==> src/rtl/fetch_sequencer_pkg.sv <==
// Shared types and constants for the fetch sequencer:
// FSM states, opcodes, branch codes and instruction field positions.
package fetch_sequencer_pkg;

   typedef enum logic [2:0] {
      ST_IDLE,
      ST_FETCH,
      ST_DECODE,
      ST_EXEC,
      ST_HALTED
   } state_e;

   localparam logic [3:0] OP_NOP  = 4'd0;
   localparam logic [3:0] OP_HALT = 4'd1;

   localparam logic [1:0] BR_SEQ = 2'b00;
   localparam logic [1:0] BR_REL = 2'b01;
   localparam logic [1:0] BR_ABS = 2'b10;

   localparam int OP_HI  = 15;
   localparam int OP_LO  = 12;
   localparam int RA_HI  = 11;
   localparam int RA_LO  = 8;
   localparam int RB_HI  = 7;
   localparam int RB_LO  = 4;
   localparam int RC_HI  = 3;
   localparam int RC_LO  = 0;
   localparam int IMM_HI = 7;
   localparam int IMM_LO = 0;

   function automatic logic [3:0] instr_op(input logic [15:0] w);
      return w[OP_HI:OP_LO];
   endfunction

endpackage

==> src/rtl/fetch_sequencer_next_pc.sv <==
// Combinational next-PC selection: sequential, relative or absolute.
// All arithmetic wraps modulo 2^ADDR_W.
module next_pc_calc
   import fetch_sequencer_pkg::*;
#(
   parameter int ADDR_W = 16
) (
   input  logic [ADDR_W-1:0] pc_i,
   input  logic [7:0]        imm8_i,
   input  logic [1:0]        branch_i,
   input  logic [ADDR_W-1:0] target_i,
   output logic [ADDR_W-1:0] npc_o
);

   logic [ADDR_W-1:0] seq_pc;
   logic [ADDR_W-1:0] offset;

   assign seq_pc = pc_i + ADDR_W'(1);
   assign offset = {{(ADDR_W-8){imm8_i[7]}}, imm8_i};

   always_comb begin
      npc_o = seq_pc;
      unique case (branch_i)
         BR_REL:  npc_o = seq_pc + offset;
         BR_ABS:  npc_o = target_i;
         default: npc_o = seq_pc;
      endcase
   end

endmodule

==> src/rtl/fetch_sequencer.sv <==
// Program counter, instruction fetch handshake, decode strobe and
// retire counter for the 16-bit ALU datapath.
module fetch_sequencer
   import fetch_sequencer_pkg::*;
#(
   parameter int                ADDR_W   = 16,
   parameter logic [ADDR_W-1:0] RESET_PC = '0,
   parameter logic [3:0]        HALT_OP  = OP_HALT
) (
   input  logic              CLK,
   input  logic              RST_N,
   input  logic              START,
   output logic              IMEM_REQ,
   output logic [ADDR_W-1:0] IMEM_ADDR,
   input  logic              IMEM_ACK,
   input  logic [15:0]       IMEM_DATA,
   output logic [3:0]        OP,
   output logic [3:0]        RA,
   output logic [3:0]        RB,
   output logic [3:0]        RC,
   output logic [7:0]        IMM8,
   output logic              OP_VALID,
   input  logic [1:0]        BRANCH,
   input  logic [ADDR_W-1:0] BR_TARGET,
   output logic [ADDR_W-1:0] PC,
   output logic              HALTED,
   output logic [15:0]       RETIRED
);

   state_e            state_q;
   logic [ADDR_W-1:0] pc_q;
   logic [ADDR_W-1:0] pc_d;
   logic [15:0]       ir_q;
   logic              opv_q;
   logic              req_q;
   logic              halted_q;
   logic [15:0]       retired_q;

   next_pc_calc #(
      .ADDR_W (ADDR_W)
   ) u_npc (
      .pc_i     (pc_q),
      .imm8_i   (ir_q[IMM_HI:IMM_LO]),
      .branch_i (BRANCH),
      .target_i (BR_TARGET),
      .npc_o    (pc_d)
   );

   // Decoded fields come straight off the IR register, so they are
   // registered, update on the ack edge and hold until the next fetch.
   always_ff @(posedge CLK or negedge RST_N) begin
      if (!RST_N) begin
         state_q   <= ST_IDLE;
         pc_q      <= RESET_PC;
         ir_q      <= '0;
         opv_q     <= 1'b0;
         req_q     <= 1'b0;
         halted_q  <= 1'b0;
         retired_q <= '0;
      end else begin
         unique case (state_q)
            ST_IDLE: begin
               if (START) begin
                  state_q <= ST_FETCH;
                  req_q   <= 1'b1;
               end
            end
            ST_FETCH: begin
               if (IMEM_ACK) begin
                  ir_q    <= IMEM_DATA;
                  opv_q   <= 1'b1;
                  req_q   <= 1'b0;
                  state_q <= ST_DECODE;
               end
            end
            ST_DECODE: begin
               opv_q <= 1'b0;
               if (instr_op(ir_q) == HALT_OP) begin
                  state_q  <= ST_HALTED;
                  halted_q <= 1'b1;
               end else begin
                  state_q <= ST_EXEC;
               end
            end
            ST_EXEC: begin
               pc_q      <= pc_d;
               retired_q <= retired_q + 16'd1;
               req_q     <= 1'b1;
               state_q   <= ST_FETCH;
            end
            ST_HALTED: begin
               if (START) begin
                  pc_q     <= RESET_PC;
                  halted_q <= 1'b0;
                  req_q    <= 1'b1;
                  state_q  <= ST_FETCH;
               end
            end
            default: state_q <= ST_IDLE;
         endcase
      end
   end

   assign IMEM_REQ  = req_q;
   assign IMEM_ADDR = pc_q;
   assign PC        = pc_q;
   assign OP        = ir_q[OP_HI:OP_LO];
   assign RA        = ir_q[RA_HI:RA_LO];
   assign RB        = ir_q[RB_HI:RB_LO];
   assign RC        = ir_q[RC_HI:RC_LO];
   assign IMM8      = ir_q[IMM_HI:IMM_LO];
   assign OP_VALID  = opv_q;
   assign HALTED    = halted_q;
   assign RETIRED   = retired_q;

endmodule

==> config.mk <==
export PLATFORM = sky130hd
export DESIGN_NAME = fetch_sequencer
export DESIGN_NICKNAME = d
export VERILOG_FILES = /design/src/rtl/fetch_sequencer_pkg.sv /design/src/rtl/fetch_sequencer_next_pc.sv /design/src/rtl/fetch_sequencer.sv
export SDC_FILE = /design/constraint.sdc
export NUM_CORES = 1
export LEC_CHECK = 0
export ABC_CLOCK_PERIOD_IN_PS = 2900
export BUFFER_PORTS_ARGS = -buffer_cell sky130_fd_sc_hd__buf_4
export CAP_MARGIN = 20
export CORE_UTILIZATION = 45
export DETAILED_ROUTE_END_ITERATION = 12
export PLACE_DENSITY = 0.85
export SLEW_MARGIN = 20
export SYNTH_ARGS = -nofsm -noshare
export SYNTH_HDL_FRONTEND = slang
export SYNTH_SLANG_ARGS = --single-unit
==> constraint.sdc <==
create_clock -name CLK -period 2.9 [get_ports CLK]
set_input_delay 0.435 -clock CLK [delete_from_list [all_inputs] [get_ports CLK]]
set_output_delay 0.435 -clock CLK [all_outputs]
set_load 0.005 [all_outputs]
# Word level (Yosys, flattened, before mapping)
# Cells that the tools add are included.
[word_totals]
register_bits = 54
elab_cells = 48
out_inout_bits = 75
inputBits = 38
[classes]
add_sub_neg = 3
muxes = 15
reduce_logical = 12
eq_ne = 11
[ops]
columns = ["op", "count"]
rows = [
  ["case mux 16 bit (2 select lines)", 2],
  ["adder 16 x 1 -> 16 bit (second input constant)", 2],
  ["adder 16 bit", 1],
  ["2-to-1 mux 16 bit", 1],
  ["case mux 3 bit (4 select lines)", 1],
  ["2-to-1 mux 3 bit", 3],
  ["AND reduction 2 bit", 4],
  ["equality test 3 x 2 -> 1 bit (second input constant)", 2],
  ["!= test 2 bit (second input constant)", 3],
  ["AND reduction 3 bit", 2],
  ["nonzero test 2 bit", 3],
  ["2-to-1 mux 1 bit", 5],
  ["equality test 4 x 1 -> 1 bit (second input constant)", 1],
  ["case mux 1 bit (2 select lines)", 2],
  ["equality test 3 x 1 -> 1 bit (second input constant)", 1],
  ["equality test 3 bit (second input constant)", 1],
  ["zero test 3 bit", 1],
  ["case mux 1 bit (3 select lines)", 1],
  ["nonzero test 3 bit", 1],
  ["equality test 2 x 1 -> 1 bit (second input constant)", 1],
  ["equality test 2 bit (second input constant)", 1],
  ["!= test 2 x 1 -> 1 bit (second input constant)", 1],
  ["OR reduction 2 bit", 1],
]

# Depth between registers and ports, before layout
[depth]
ltp_word = 4
ltp_mapped = 13
depth_no_buf = 13

# By module
# From an unflattened synthesis, not the netlist that was laid out.
[hier_totals]
cells_unflattened = 399
hier_area_um2 = 3817.4
[by_module_without_submodules]
columns = ["mod", "area_per_inst_um2", "seq_area_each_um2", "cells_each", "instances"]
rows = [
  ["fetch_sequencer", 2384.8, 1351.3, 191, 1],
  ["next_pc_calc", 1432.6, 0.0, 208, 1],
]

# Worst setup path after synthesis
# Ideal clock, no wire load.
[synth_path]
path_kind = "reg-to-reg"
start = "reg pc_q[0] (netlist: IMEM_ADDR[0])"
end = "reg pc_q[15] (netlist: IMEM_ADDR[15])"
setup_ns = 0.131
setup_slack_ns = 0.077
t_arrival_ns = 2.692
required_ns = 2.769
path_stages_with_launch = 13
path_buffers = 0
synth_period_minus_slack_ns = 2.823
path_cell_list = "dfrtp_1 > ha_1 > and3_4 > nand4_2 > or3_4 > xnor2_2 > ha_1 > a21oi_1 > o21ai_0 > o21bai_2 > xor2_1 > mux2i_1 > o221ai_2"
[synth_via]
elab_chain_cells = 4
[synth_lines]
columns = ["item", "line", "text"]
rows = [
  ["start, declared", "fetch_sequencer.sv:31", "logic [ADDR_W-1:0] pc_q;"],
  ["start signal, assigned", "fetch_sequencer.sv:86", "pc_q <= pc_d;"],
  ["adder 16 x 1 -> 16 bit (*)", "fetch_sequencer_next_pc.sv:18", "assign seq_pc = pc_i + ADDR_W'(1);"],
  ["adder 16 bit", "fetch_sequencer_next_pc.sv:24", "BR_REL: npc_o = seq_pc + offset;"],
  ["case mux 16 bit (2 select lines) (*)", "fetch_sequencer_next_pc.sv:23", "unique case (branch_i)"],
  ["case mux 16 bit (2 select lines) (*)", "fetch_sequencer.sv:61", "unique case (state_q)"],
]
# Every way passes the cells marked *; elsewhere a longest branch is shown, timed or not.
# A chain may end at the register's enable or synchronous reset.

# Worst setup path in the final report
# Ends and elaborated chain as after synthesis.

==> key figures <==
Timing
  • Worst clock skew: roughly 0.014 ns
  • Final hold violations: 0
  • Final period utilization: 101%
  • Final min period: between 2 and 3 ns
  • RSZ-0062 raised after global routing: yes
  • Final WS setup: -0.0404 ns
  • Max-slew violation count: 0
  • Max_slew headroom: 40.8%
  • Slew @ Worst Pin: 0.884 ns
  • Fmax: 340 MHz
  • Final setup fails: 3
  • TNS Setup: -0.0609 ns

Global routing
  • First-pass GRT wire length: around 16 mm
  • Gr usage total: 22.9%
  • Largest net degree at the start of global routing: 55
  • Number of global-route vias before repair: 3355
  • Initial antenna violation count: 0
  • Remaining Overflow, GRT: 0

Worst setup path
  • Setup slack, reg-to-reg: -0.04 ns
  • Worst r2r path cells: 13
  • Critical path cell sequence: ha_2, and3_4, and3_4, nand3_2, xnor2_2, ha_1, nand2_2, a211oi_4, a21oi_2, o21bai_2, xor2_1, mux2i_1, o221ai_2
  • Crit path DAT: 3.13 ns
  • Crit path top cell by count: and3_4
  • Reg2reg start: IMEM_ADDR[0]$_DFFE_PN0P_
  • Worst setup EP type: flop
  • Worst EP required: 3.09 ns
  • WS Path Type: flop to flop
  • Crit Path Max Fanout: 4
  • Cell family with most CP delay: simple AND/OR/NAND/NOR gates
  • Reg-to-reg endpoint: IMEM_ADDR[15]$_DFFE_PN0P_
  • CP startpoint kind: flop
  • CP max stage cell: dfrtp_1
  • WP buf/inv: 0
  • Critical Path Max Stage Delay: about 0.40 ns

Pwr
  • Pwr/cell area: about 1100 nW/µm²
  • Worst vdd ir: 0.807 mV
  • P_leak: roughly 2.3 nW

Placed design
  • Detailed Place HPWL: 7.46 mm
  • DP Worst Slack: -0.106 ns
  • Placed insts: 599
  • Placer Congestion: 0.944
  • PortBufs: 112

Synth
  • Seq/Total Area, Yosys: 35.7%
  • Mapped Avg Cell Area: 9.36 µm²
  • Syn nets: 465
  • EDFF count, synth: 0
  • FF+latch count, synth: 54
  • Netlist Area Pre-Place: 3780 µm²
  • Cells after Synth: 404
  • Primary FF master, synth: dfrtp_1
  • Synth warn: 0
  • Yosys cell types: 61
  • Async SR Flop Fraction: 100%

Run status
  • Status: complete, but fails checks
  • Violated checks: setup timing

Clock tree
  • Hold-fix buffers at CTS: 0
  • Clk_lat worst skew: 0.32 ns
  • CTS tree: built
  • Clk buf depth: 2
  • Num CTS Buffers: 5
  • H-tree Lvls: 2
  • # clock sinks: 54
  • Clk slew on worst S/H paths: ~0.11 ns
  • Clk root buf: clkbuf_8

Finish
  • Area delta synth->final: 29.2%
  • Layout cells sized above 1: 39.3%
  • Nets: 567
  • N_diodes: 0
  • Non-Filler Instances: around 610

Route
  • Pre-Repair DR Iteration Count: 6
  • Average wire per standard cell: 16.3 µm
  • Via Count: between 3000 and 4000
  • Vias/cell: about 5.6
  • Final ANT Viol Nets: 0
  • DRT iter0 DRCs: 195
  • DRC: 0
  • Post-Route WL: 9.96 mm

Hold path
  • Tightest Hold Check Type: primary input to async pin

Floorplanning
  • Die height: 93.7 µm
  • Chip width: 93.7 µm
  • Die footprint: 8780 µm²
  • Core box area: approximately 8200 µm²
  • Cell row count: 33
  • I/O pin count: 113
  • Initial Util: a little under half

Run
  • Max Cap Viol: 0
[cell type report]
| type | count | area [µm²] |
|---|---|---|
| clock buffers | 5 | 68.8 |
| clock inverters | 3 | 28.8 |
| well taps | 105 | 131 |
| flip-flops and latches | 54 | 1350 |
| fillers | 704 | 3290 |
| repair buffers | 133 | 998 |
| inverters | 17 | 63.8 |
| multi-input cells | 295 | 2240 |
[cell families after synthesis]
family | share of synthesized area, %
simple gates | 15.9
compound gates | 18.0
buf+inv | 8.30
flops | 35.7
xor+xnor | 9.23
fa+ha+maj | 7.81
mux | 5.00
[flip-flops by register name (all words and copies together) (netlist names)]
| signal | count |
|---|---|
| ir_q | 16 |
| RETIRED | 16 |
| OP_VALID | 1 |
| IMEM_ADDR | 16 |
| state_q | 3 |
| HALTED | 1 |
| IMEM_REQ | 1 |
[worst max path at each step]
stage,from,endpoint,cells past startpoint
2_1_floorplan,IMEM_ADDR[0]$_DFFE_PN0P_,IMEM_ADDR[15]$_DFFE_PN0P_,12
3_3_place_gp,IMEM_ADDR[0]$_DFFE_PN0P_,IMEM_ADDR[12]$_DFFE_PN0P_,13
3_5_place_dp,IMEM_ADDR[1]$_DFFE_PN0P_,IMEM_ADDR[15]$_DFFE_PN0P_,13
4_1_cts,IMEM_ADDR[0]$_DFFE_PN0P_,IMEM_ADDR[15]$_DFFE_PN0P_,13
5_1_grt,IMEM_ADDR[1]$_DFFE_PN0P_,IMEM_ADDR[11]$_DFFE_PN0P_,13
6_report,IMEM_ADDR[0]$_DFFE_PN0P_,IMEM_ADDR[15]$_DFFE_PN0P_,13
[power breakdown]
part | internal [mW] | total, mW | switching, mW
registers | 1.02 | 1.37 | 0.353
logic | 1.69 | 3.32 | 1.64
clock network | 0.180 | 0.462 | 0.282
[layer usage]
metal  up-vias  track usage (%)  part of all wire [%]
met5         -                0                     0
li1       1628                -                     -
met4         0             6.79                   1.7
met2       143             41.3                    51
met3        16             3.80                   6.3
met1      1656             27.9                    41
[stage by stage]
| stage | hold WS (ns) | power [mW] | utilization (%) | area (µm²) |
|---|---|---|---|---|
| 2_1_floorplan | 0.139 | 3.39 | - | 3780 |
| 4_1_cts | 0.176 | 4.99 | 58.4 | 4780 |
| 3_3_place_gp | 0.459 | 4.32 | 56.6 | 4620 |
| 6_report | 0.139 | 5.16 | 59.8 | 4890 |
| 5_1_grt | 0.188 | 5.56 | 59.8 | 4890 |
| 3_5_place_dp | 0.484 | 4.46 | 56.6 | 4620 |
[synth_stat cells, drive strengths merged (4+ instances only)]
library cell,count,area share [%]
ha,22,7.3
a221oi,6,1.4
nor2,22,2.2
xor2,14,3.2
buf,34,6.2
and3,5,1.0
o211ai,5,0.99
o21ai,25,3.3
dfrtp,54,36
nand4,7,1.7
inv,17,1.7
mux2,15,4.5
xnor2,25,6.0
nor3,8,1.7
clkbuf,4,0.40
nand2,42,4.2
a21oi,29,4.0
a21o,6,1.2
nand3,13,1.7
a31oi,8,1.3
[layout by cell type (no fill, tap or decap), types with 15 or more instances in the layout]
| cell | instances |
|---|---|
| mux2_2 | 15 |
| nand2_1 | 40 |
| buf_4 | 133 |
| o21ai_0 | 21 |
| inv_1 | 15 |
| nor2_1 | 20 |
| a21oi_1 | 24 |
| ha_1 | 18 |
| dfrtp_1 | 54 |
| xnor2_1 | 22 |
[what timing repair did]
item / in CTS / in global routing
buffers inserted: 2 / 3
endpoints found under the setup margin: 4 / 7
resized for setup: 7 / 17
pin swaps: 6 / 14
Note: power is estimated with default switching activity, not from simulation.
